<file path="src/rtl/pc_seq_pkg.sv">
// Shared definitions for the program-counter sequencer and other front-panel
// timing blocks: FSM state encoding and default divider terminal counts.
package pc_seq_pkg;

    typedef enum logic [1:0] {
        ST_HALT  = 2'd0,
        ST_RUN   = 2'd1,
        ST_SSTEP = 2'd2,
        ST_BRK   = 2'd3
    } pc_state_e;

    // Default cycles-per-advance for the fast and slow panel speeds.
    localparam int PC_DIV_FAST = 2500000;
    localparam int PC_DIV_SLOW = 25000000;

endpackage

</file>
<file path="src/rtl/pc_sequencer_tick_divider.sv">
// Clock-enable divider: counts 0..T-1 while enabled and raises tc for the
// single cycle in which the count sits at T-1. Clearing, disabling or a
// change of speed returns the count to 0 so every period runs at one rate.
module tick_divider #(
    parameter int DIVW     = 26,
    parameter int DIV_FAST = 2500000,
    parameter int DIV_SLOW = 25000000
) (
    input  logic clk,
    input  logic rst_n,
    input  logic en,
    input  logic clr,
    input  logic speed,
    output logic tc
);

    localparam logic [DIVW-1:0] TERM_FAST = DIVW'(DIV_FAST - 1);
    localparam logic [DIVW-1:0] TERM_SLOW = DIVW'(DIV_SLOW - 1);

    logic [DIVW-1:0] r_cnt;
    logic            r_speed;
    logic [DIVW-1:0] w_term;
    logic            w_speed_chg;
    logic            w_at_term;

    assign w_term      = speed ? TERM_FAST : TERM_SLOW;
    assign w_speed_chg = (speed != r_speed);
    assign w_at_term   = (r_cnt == w_term);
    assign tc          = en && !clr && !w_speed_chg && w_at_term;

    // Count while enabled; any clear, disable, speed change or terminal resets to 0.
    always_ff @(posedge clk or negedge rst_n) begin
        if (!rst_n) begin
            r_cnt   <= '0;
            r_speed <= 1'b0;
        end else begin
            r_speed <= speed;
            if (!en || clr || w_speed_chg || w_at_term)
                r_cnt <= '0;
            else
                r_cnt <= r_cnt + 1'b1;
        end
    end

endmodule

</file>
<file path="src/rtl/pc_sequencer.sv">
// Program-counter sequencer: run/halt, single step, jump load and address
// breakpoint, advancing the pc on a clock-enable from tick_divider.
module pc_sequencer
    import pc_seq_pkg::*;
#(
    parameter int W        = 8,
    parameter int DIV_FAST = PC_DIV_FAST,
    parameter int DIV_SLOW = PC_DIV_SLOW,
    parameter int DIVW     = 26
) (
    input  logic         clk,
    input  logic         rst_n,
    input  logic         run,
    input  logic         step_req,
    input  logic         speed,
    input  logic [W-1:0] step,
    input  logic         load_req,
    input  logic [W-1:0] load_value,
    input  logic         bp_en,
    input  logic [W-1:0] bp_addr,
    output logic [W-1:0] pc,
    output logic         adv,
    output logic [1:0]   state,
    output logic         halted
);

    pc_state_e    r_state;
    logic [W-1:0] r_pc;
    logic         r_adv;
    logic [W-1:0] w_pc_next;
    logic         w_div_en;
    logic         w_tc;

    assign w_pc_next = r_pc + step;
    // Divider only runs while we are in RUN and run is still held; dropping
    // run therefore clears it in the same cycle the FSM returns to HALT.
    assign w_div_en  = (r_state == ST_RUN) && run;

    tick_divider #(
        .DIVW     (DIVW),
        .DIV_FAST (DIV_FAST),
        .DIV_SLOW (DIV_SLOW)
    ) u_div (
        .clk   (clk),
        .rst_n (rst_n),
        .en    (w_div_en),
        .clr   (load_req),
        .speed (speed),
        .tc    (w_tc)
    );

    // FSM and pc register; a load overrides any coinciding advance.
    always_ff @(posedge clk or negedge rst_n) begin
        if (!rst_n) begin
            r_state <= ST_HALT;
            r_pc    <= '0;
            r_adv   <= 1'b0;
        end else begin
            r_adv <= 1'b0;
            if (load_req) begin
                r_pc <= load_value;
                if (r_state == ST_SSTEP)
                    r_state <= ST_HALT;
            end else begin
                case (r_state)
                    ST_HALT: begin
                        if (run)
                            r_state <= ST_RUN;
                        else if (step_req)
                            r_state <= ST_SSTEP;
                    end
                    ST_RUN: begin
                        if (!run) begin
                            r_state <= ST_HALT;
                        end else if (w_tc) begin
                            r_pc  <= w_pc_next;
                            r_adv <= 1'b1;
                            if (bp_en && (w_pc_next == bp_addr))
                                r_state <= ST_BRK;
                        end
                    end
                    ST_SSTEP: begin
                        r_pc    <= w_pc_next;
                        r_adv   <= 1'b1;
                        r_state <= ST_HALT;
                    end
                    ST_BRK: begin
                        if (!run)
                            r_state <= ST_HALT;
                    end
                    default: r_state <= ST_HALT;
                endcase
            end
        end
    end

    assign pc     = r_pc;
    assign adv    = r_adv;
    assign state  = r_state;
    assign halted = (r_state == ST_HALT) || (r_state == ST_BRK);

endmodule

</file>
<file path="config.mk">
export PLATFORM = sky130hd
export DESIGN_NAME = pc_sequencer
export DESIGN_NICKNAME = d
export VERILOG_FILES = /design/src/rtl/pc_seq_pkg.sv /design/src/rtl/pc_sequencer_tick_divider.sv /design/src/rtl/pc_sequencer.sv
export SDC_FILE = /design/constraint.sdc
export NUM_CORES = 1
export LEC_CHECK = 0
export CELL_PAD_IN_SITES_DETAIL_PLACEMENT = 0
export CELL_PAD_IN_SITES_GLOBAL_PLACEMENT = 2
export CORE_UTILIZATION = 33
export DETAILED_ROUTE_END_ITERATION = 16
export PLACE_DENSITY = 0.8
export SLEW_MARGIN = 10
export SYNTH_ARGS = -nofsm -noshare
export SYNTH_HDL_FRONTEND = slang
export SYNTH_SLANG_ARGS = --single-unit
</file>
<file path="constraint.sdc">
create_clock -name clk -period 3.5 [get_ports clk]
set_input_delay 1.05 -clock clk [delete_from_list [all_inputs] [get_ports clk]]
set_output_delay 1.05 -clock clk [all_outputs]
set_load 0.02 [all_outputs]
</file>
==> results of run 1 <==
-- sequential cells by signal, summed over array words and instances (netlist names) --
| signal | cells |
|---|---|
| pc | 8 |
| state | 2 |
| u_div.r_cnt | 26 |
| adv | 1 |
| u_div.r_speed | 1 |
-- metal layers --
metal,global-route usage [%],part of all wire [%],vias up
met5,0,0,-
met4,5.16,1.1,0
met2,25.2,45,30
met1,23.4,51,1011
met3,3.37,3.2,8
li1,-,-,1093
-- final cells by class --
type / instances / area, sq um / share of cell area (%)
clock buffer: 5 / 68.8 / 2.01
clock inverter: 3 / 68.8 / 2.01
inverter: 8 / 30.0 / 0.879
multi-input combinational: 221 / 1580 / 46.3
sequential: 38 / 951 / 27.8
tap: 102 / 128 / 3.73
timing repair buffer: 65 / 588 / 17.2
-- report_power, final --
part	internal [uW]	leakage, uW	total (uW)	switching (uW)
logic	437	0.000802	825	388
clock network	286	0.0000683	454	168
registers	477	0.000511	517	40.1
-- Yosys cell counts, drive strengths merged (6+ instances only) --
master / instances / area, sq um
nor2: 39 / 146
dfrtp: 38 / 951
xnor2: 24 / 210
nand2: 19 / 73.8
xor2: 16 / 140
nand3: 15 / 75.1
ha: 13 / 163
o21ai: 10 / 50.1
a21oi: 9 / 48.8
inv: 8 / 30.0
mux2: 8 / 101
clkbuf: 6 / 32.5
mux2i: 6 / 60.1
nor3: 6 / 30.0
-- through the flow --
stage	std cells	worst slack (ns)
6_report	442	0.195
5_1_grt	442	0.0715
4_1_cts	442	0.180
3_5_place_dp	434	-0.128
3_3_place_gp	434	-0.105
2_1_floorplan	274	0.307
-- final timing paths --
| path | from | to | slack, ns | depth (start not counted) |
|---|---|---|---|---|
| setup / recovery | step[0] | state[1] | 0.19 | 9 |
| hold / removal | u_div.r_cnt[0] | u_div.r_cnt[0] | 0.48 | 1 |
| setup reg to reg | pc[0] | state[1] | 0.96 | 8 |
| hold reg to reg | u_div.r_cnt[0] | u_div.r_cnt[0] | 0.48 | 1 |
| max in group asynchronous | rst_n | u_div.r_cnt[2] | 2.08 | 1 |
| min in group asynchronous | rst_n | u_div.r_cnt[25] | 0.86 | 1 |
-- kinds of logic (layout without fill, tap and decap cells) --
| group | count (synthesis) | in the layout |
|---|---|---|
| xor+xnor | 40 | 40 |
| flops | 38 | 38 |
| simple gates | 120 | 120 |
| mux | 14 | 14 |
| buf+inv | 15 | 81 |
| compound gates | 33 | 33 |
| fa+ha+maj | 14 | 14 |
==> results.md, run 1 <==
- EDFF count, synth: 0
- Synth Instances: 274
- Largest net degree at the start of global routing: 39
- Status: complete, no violations
- Critical-path cell list: clkdlybuf4s50_1, ha_1, fa_1, xnor2_1, nand4_1, nor4_1, and4_1, a41oi_1, mux2_1
- Core Area: 7690 sq um
- # hold bufs at CTS: 0
- Antenna viol nets, final: 0
- Cell Area, Placed: 3280 sq um
- Asr flop ratio synth: 100%
- H-tree depth: 2
- CTS resizes: 0
- Synth Flop Type: dfrtp_1
- Worst setup EP type: flop
- VDD IR max: 0.000171 V
- Hold Fails Final Rpt: 0
- Multiplexer share of the synthesized area: 6.20%
- #FFs+latches synth: 38
- Starting Density: 33.9%
- Inserted Diodes: 0
- Setup Fix Bufs, Post-CTS: 0
- DP HPWL: 4.76 mm
- Post-synthesis compound-gate area fraction: 8.98%
- Worst Path Required: roughly 3.7 ns
- Sequential area share after synthesis: 36.5%
- Cts bufs inserted: 5
- Most frequent cells in the layout: clkdlybuf4s50_1 (41), nor2_1 (39), dfrtp_1 (38)
- Drc violations: 0
- Finished Core Util: approximately 44%
- IO Port Bufs: 42
- P_leak: ~0.0014 uW
- Global placement routability congestion: approximately 0.79
- Drt pass-1 iters: 4
- Total die area: 8250 sq um
- Root Driver: clkbuf_8
- First-pass GRT wire length: between 10 and 15 mm
- Largest family of logic cells by synthesized area: simple AND/OR/NAND/NOR gates
- Slowest CP cell: fa_1
- Initial antenna violation count: 0
- Most common cell after layout, fill and taps aside: clkdlybuf4s50_1
- Routed via count: about 2100
- Total gr overflow: 0
- Io pins: 43
- Maxcap violations: 0
- CTS tree: built
- Post-synth net total: 319
- CP startpoint kind: input pin
- Drt first-iter violations: 121
- Cell Pwr Density: 525 nW/um^2
- Slew Limit Fails: 0
- Clock sink count: 38
- Layout cells sized above 1: 16.5%
- Worst Skew: roughly 0.012 ns
- Fin crit share: 94.4%
- Gr usage total: between 10% and 20%
- DRT Wirelength: 6.24 mm
- Number of global-route vias before repair: 2179
- Clk buf depth: 2
- Worst path bufs/invs: 1
- Layout area overhead: 31.2%
- Avg WL per Cell: 14.1 um
- Die W: a little over 90 um
- F_max: 303 MHz
- Final hold slack: 0.480 ns
- Max_slew headroom: about two fifths
- # fillers: 769
- Clock slew at reported path FFs: 0.08 ns
- CP max FO: 2
- RSZ-0062 raised after global routing: no
- Simple-gate portion of the synthesized area: 25.1%
- CP delay by family, top: adder cells
- Avg Synthesized Cell Area: 9.51 sq um
- Netlist cell types: 56
- WS Path Type: in2reg
- Largest stage delay, worst path: 0.53 ns
- Post-Synth XOR/XNOR Area: 13.4%
- Power, Total: 1800 uW
- Die height: just over 90 um
- Clock Latency Late Sink: 0.30 ns
- Fraction of the mapped netlist area in adder cells: under 10%
- Final setup violation count: 0
- Final min period: between 3 and 4 ns
- Yosys warning total: 0
- Arrival time at the worst endpoint: 3.49 ns
- Post-Syn Area: 2600 sq um
- Hold/Removal Path Class: reg2reg
- Via density per instance: slightly below 5
- Finished Cell Area: 3420 sq um
- Cell Rows: 32
- Final Net Count: 384
- Total negative setup slack: 0 ns
- Actual slew at the worst max-slew pin: about 0.88 ns
(Power assumes the default switching activity.)
==> run 2: changes to the inputs <==
--- a/config.mk
+++ b/config.mk
@@ -13,4 +13,5 @@
 export SLEW_MARGIN = 10
 export SYNTH_ARGS = -nofsm -noshare
 export SYNTH_HDL_FRONTEND = slang
+export SYNTH_HIERARCHICAL = 1
 export SYNTH_SLANG_ARGS = --single-unit
==> results.md, run 2 <==
- Drc violations: 0 (unchanged)
- Root Driver: clkbuf_8
- Total die area: 8430 sq um (+2.2%)
- Worst Path Required: 3.67 ns (about the same)
- Worst Skew: 0.00908 ns (-0.00310 ns)
- DRT Wirelength: 6.44 mm (+3.2%)
- First-pass GRT wire length: 10.9 mm (+1.2%)
- Die W: 91.8 um (+1.1%)
- CP max FO: 2 (unchanged)
- Clock power share: 15.7% (-9.6 points)
- Largest net degree at the start of global routing: 39 (unchanged)
- Share of the synthesized area in the top cell type: 35.7% (-0.79 points)
- Setup Fix Bufs, Post-CTS: 0 (unchanged)
- Most flops, register: u_div/r_cnt
- Layout cells sized above 1: 15.1% (-1.4 points)
- # hold bufs at CTS: 0 (unchanged)
- Via density per instance: 5.01 (+3.5%)
- Footprint of the multi-input gates: 1640 sq um (+3.3%)
- Synth Instances: 284 (+3.6%)
- Inserted Diodes: 0 (unchanged)
- Maxcap violations: 0 (unchanged)
- # fillers: 819 (+6.5%)
- Hold Fails Final Rpt: 0 (unchanged)
- Total gr overflow: 0 (unchanged)
- Final min period: 3.35 ns (+0.0414 ns)
- Die height: 91.8 um (+1.1%)
- Number of global-route vias before repair: 2247 (+3.1%)
- Cts bufs inserted: 5 (unchanged)
- Worst setup EP type: flop
- Clock sink count: 38 (unchanged)
- RSZ-0062 raised after global routing: no
- Fin crit share: 95.6% (+1.2 points)
- Synth Flop Type: dfrtp_1
- Synth area leader: dfrtp_1
- Hold/Removal Path Class: reg2reg
- Top cells by area, synth: dfrtp_1 (36%), xor2_1 (8.9%), ha_1 (6.1%)
- Finished Cell Area: 3410 sq um (-0.29%)
- Drt pass-1 iters: 4 (unchanged)
- Cell Rows: 32 (unchanged)
- Initial antenna violation count: 0 (unchanged)
- Netlist cell types: 53 (-5.4%)
- IO Port Bufs: 42 (unchanged)
- VDD IR max: 0.000194 V (+13%)
- EDFF count, synth: 0 (unchanged)
- DP HPWL: 4.84 mm (+1.6%)
- Most common cell after layout, fill and taps aside: clkdlybuf4s50_1
- Actual slew at the worst max-slew pin: 0.895 ns (+0.0170 ns)
- Pint: 1140 uW (-4.9%)
- F_max: 299 MHz (-1.2%)
- Post-Syn Area: 2660 sq um (+2.2%)
- Commonest cells in the synthesized netlist: dfrtp_1 (38), nor2_1 (37), xor2_1 (27)
- Arrival time at the worst endpoint: 3.52 ns (+0.03 ns)
- P_leak: 0.00140 uW (+1.5%)
- Avg Synthesized Cell Area: 9.38 sq um (-1.4%)
- WS Path Type: in2reg
- Starting Density: 34.3% (+0.39 points)
- Seq. cell area: 951 sq um (unchanged)
- Cell Pwr Density: 561 nW/um^2 (+6.8%)
- Clock Latency Late Sink: 0.29 ns (about the same)
- Final setup violation count: 0 (unchanged)
- Cell with the most instances after synthesis: dfrtp_1
- Layout area overhead: 28.0%
- Avg WL per Cell: 14.4 um (+2.2%)
- Switching power: 772 uW (+30%)
- Drt first-iter violations: 80 (-34%)
- Clock slew at reported path FFs: 0.07 ns (about the same)
- Max_slew headroom: 40.3% (-1.1 points)
- CTS tree: built
- Io pins: 43 (unchanged)
- Post-synth net total: 329 (+3.1%)
- Asr flop ratio synth: 100% (unchanged)
- #FFs+latches synth: 38 (unchanged)
- Global placement routability congestion: 0.830 (+4.6%)
- Slew Limit Fails: 0 (unchanged)
- Clk buf depth: 2 (unchanged)
- Yosys warning total: 6 (+6)
- Final Net Count: 389 (+1.3%)
- Status: complete, no violations
- Gr usage total: 16.2% (-0.37 points)
- Antenna viol nets, final: 0 (unchanged)
- Reg power frac: 28.8% (about the same)
- Max reg flops: 26 (unchanged)
- CP startpoint kind: input pin
- H-tree depth: 2 (unchanged)
- Sequential area share after synthesis: 35.7% (-0.79 points)
- Switching Share: 40.4% (+7.2 points)
- Core Area: 7770 sq um (+1.0%)
- Cell Area, Placed: 3300 sq um (+0.72%)
- Most frequent cells in the layout: clkdlybuf4s50_1 (40), dfrtp_1 (38), nor2_1 (37)
- Combinational power share: 55.5% (+9.6 points)
- Routed via count: 2236 (+4.4%)
- Final hold slack: 0.493 ns (+0.0132 ns)
-- run 2: metrics by stage --
| stage | instances | utilization, % | total power [uW] | setup TNS, ns | setup slack, ns |
|---|---|---|---|---|---|
| after global placement | 439 | 42.5 | 1620 | -0.522 | -0.302 |
| after CTS | 446 | 43.8 | 1930 | 0 | 0.00217 |
| after floorplan | 284 | - | 1220 | 0 | 0.260 |
| after detailed placement | 439 | 42.5 | 1620 | -0.647 | -0.363 |
| final | 446 | 43.9 | 1910 | 0 | 0.153 |
| after global routing | 446 | 43.9 | 2060 | 0 | 0.0104 |
-- run 2: worst max-delay path, stage by stage --
cell             delay, ns
clkdlybuf4s50_1       0.41
ha_1                  0.23
fa_1                  0.40
buf_4                 0.15
a21o_2                0.22
a21oi_1               0.25
xnor2_1               0.17
mux2i_1               0.25
nand4_2               0.15
mux2i_1               0.16
o21ai_1               0.07
-- run 2: routing by layer --
metal	global-route usage [%]	vias to the layer above	wire [um]	part of all wire, %
li1	-	1123	-	-
met4	4.30	0	53	0.82
met3	2.74	4	256	4.0
met5	0	-	0	0
met2	26.5	51	2990	46
met1	22.0	1058	3140	49
-- run 2: kinds of logic (layout without fill, tap and decap cells) --
| kind of cell | count (synthesis) | count (layout) | synth area share [%] |
|---|---|---|---|
| AOI/OAI and AO/OA | 38 | 38 | 10.7 |
| xor gates and xnor gates | 38 | 38 | 12.8 |
| adders and majority gates | 14 | 14 | 6.86 |
| buffers and inverters | 19 | 79 | 3.52 |
| DFF | 38 | 38 | 35.7 |
| muxes | 14 | 14 | 5.55 |
| and+or+nand+nor | 123 | 123 | 24.9 |
-- run 2: path summary, 6_finish.rpt --
kind                       depth (start not counted)       startpoint        endpoint  slack [ns]
min in group asynchronous                          1            rst_n           pc[6]        0.87
max in group asynchronous                          1            rst_n  u_div/r_cnt[7]        2.05
min                                                1   u_div/r_cnt[0]  u_div/r_cnt[0]        0.49
min reg2reg                                        1   u_div/r_cnt[0]  u_div/r_cnt[0]        0.49
max reg2reg                                       10  u_div/r_cnt[15]        state[1]        0.73
max                                               11          step[0]        state[1]        0.15
-- run 2: power groups by stage --
stage               Clock, uW  Combinational [uW]  Sequential (uW)
finish                    301                1060              550
global route              330                1170              561
CTS                       316                1060              551
detailed placement          0                1060              560
global placement            0                1060              558
floorplan                   0                 600              618
-- run 2: area by class of cell --
class | count | share of cell area, %
Multi-Input combinational cell | 227 | 48.0
Sequential cell | 38 | 27.9
Timing Repair Buffer | 63 | 16.9
Clock buffer | 5 | 2.02
Clock inverter | 2 | 0.441
Tap cell | 102 | 3.75
Inverter | 9 | 0.992
-- run 2: timing repair --
action / CTS / global route
pin swaps: 0 / 2
endpoints found under the hold margin: 0 / 0
gates resized for setup: 2 / 2
setup endpoints to repair: 2 / 2
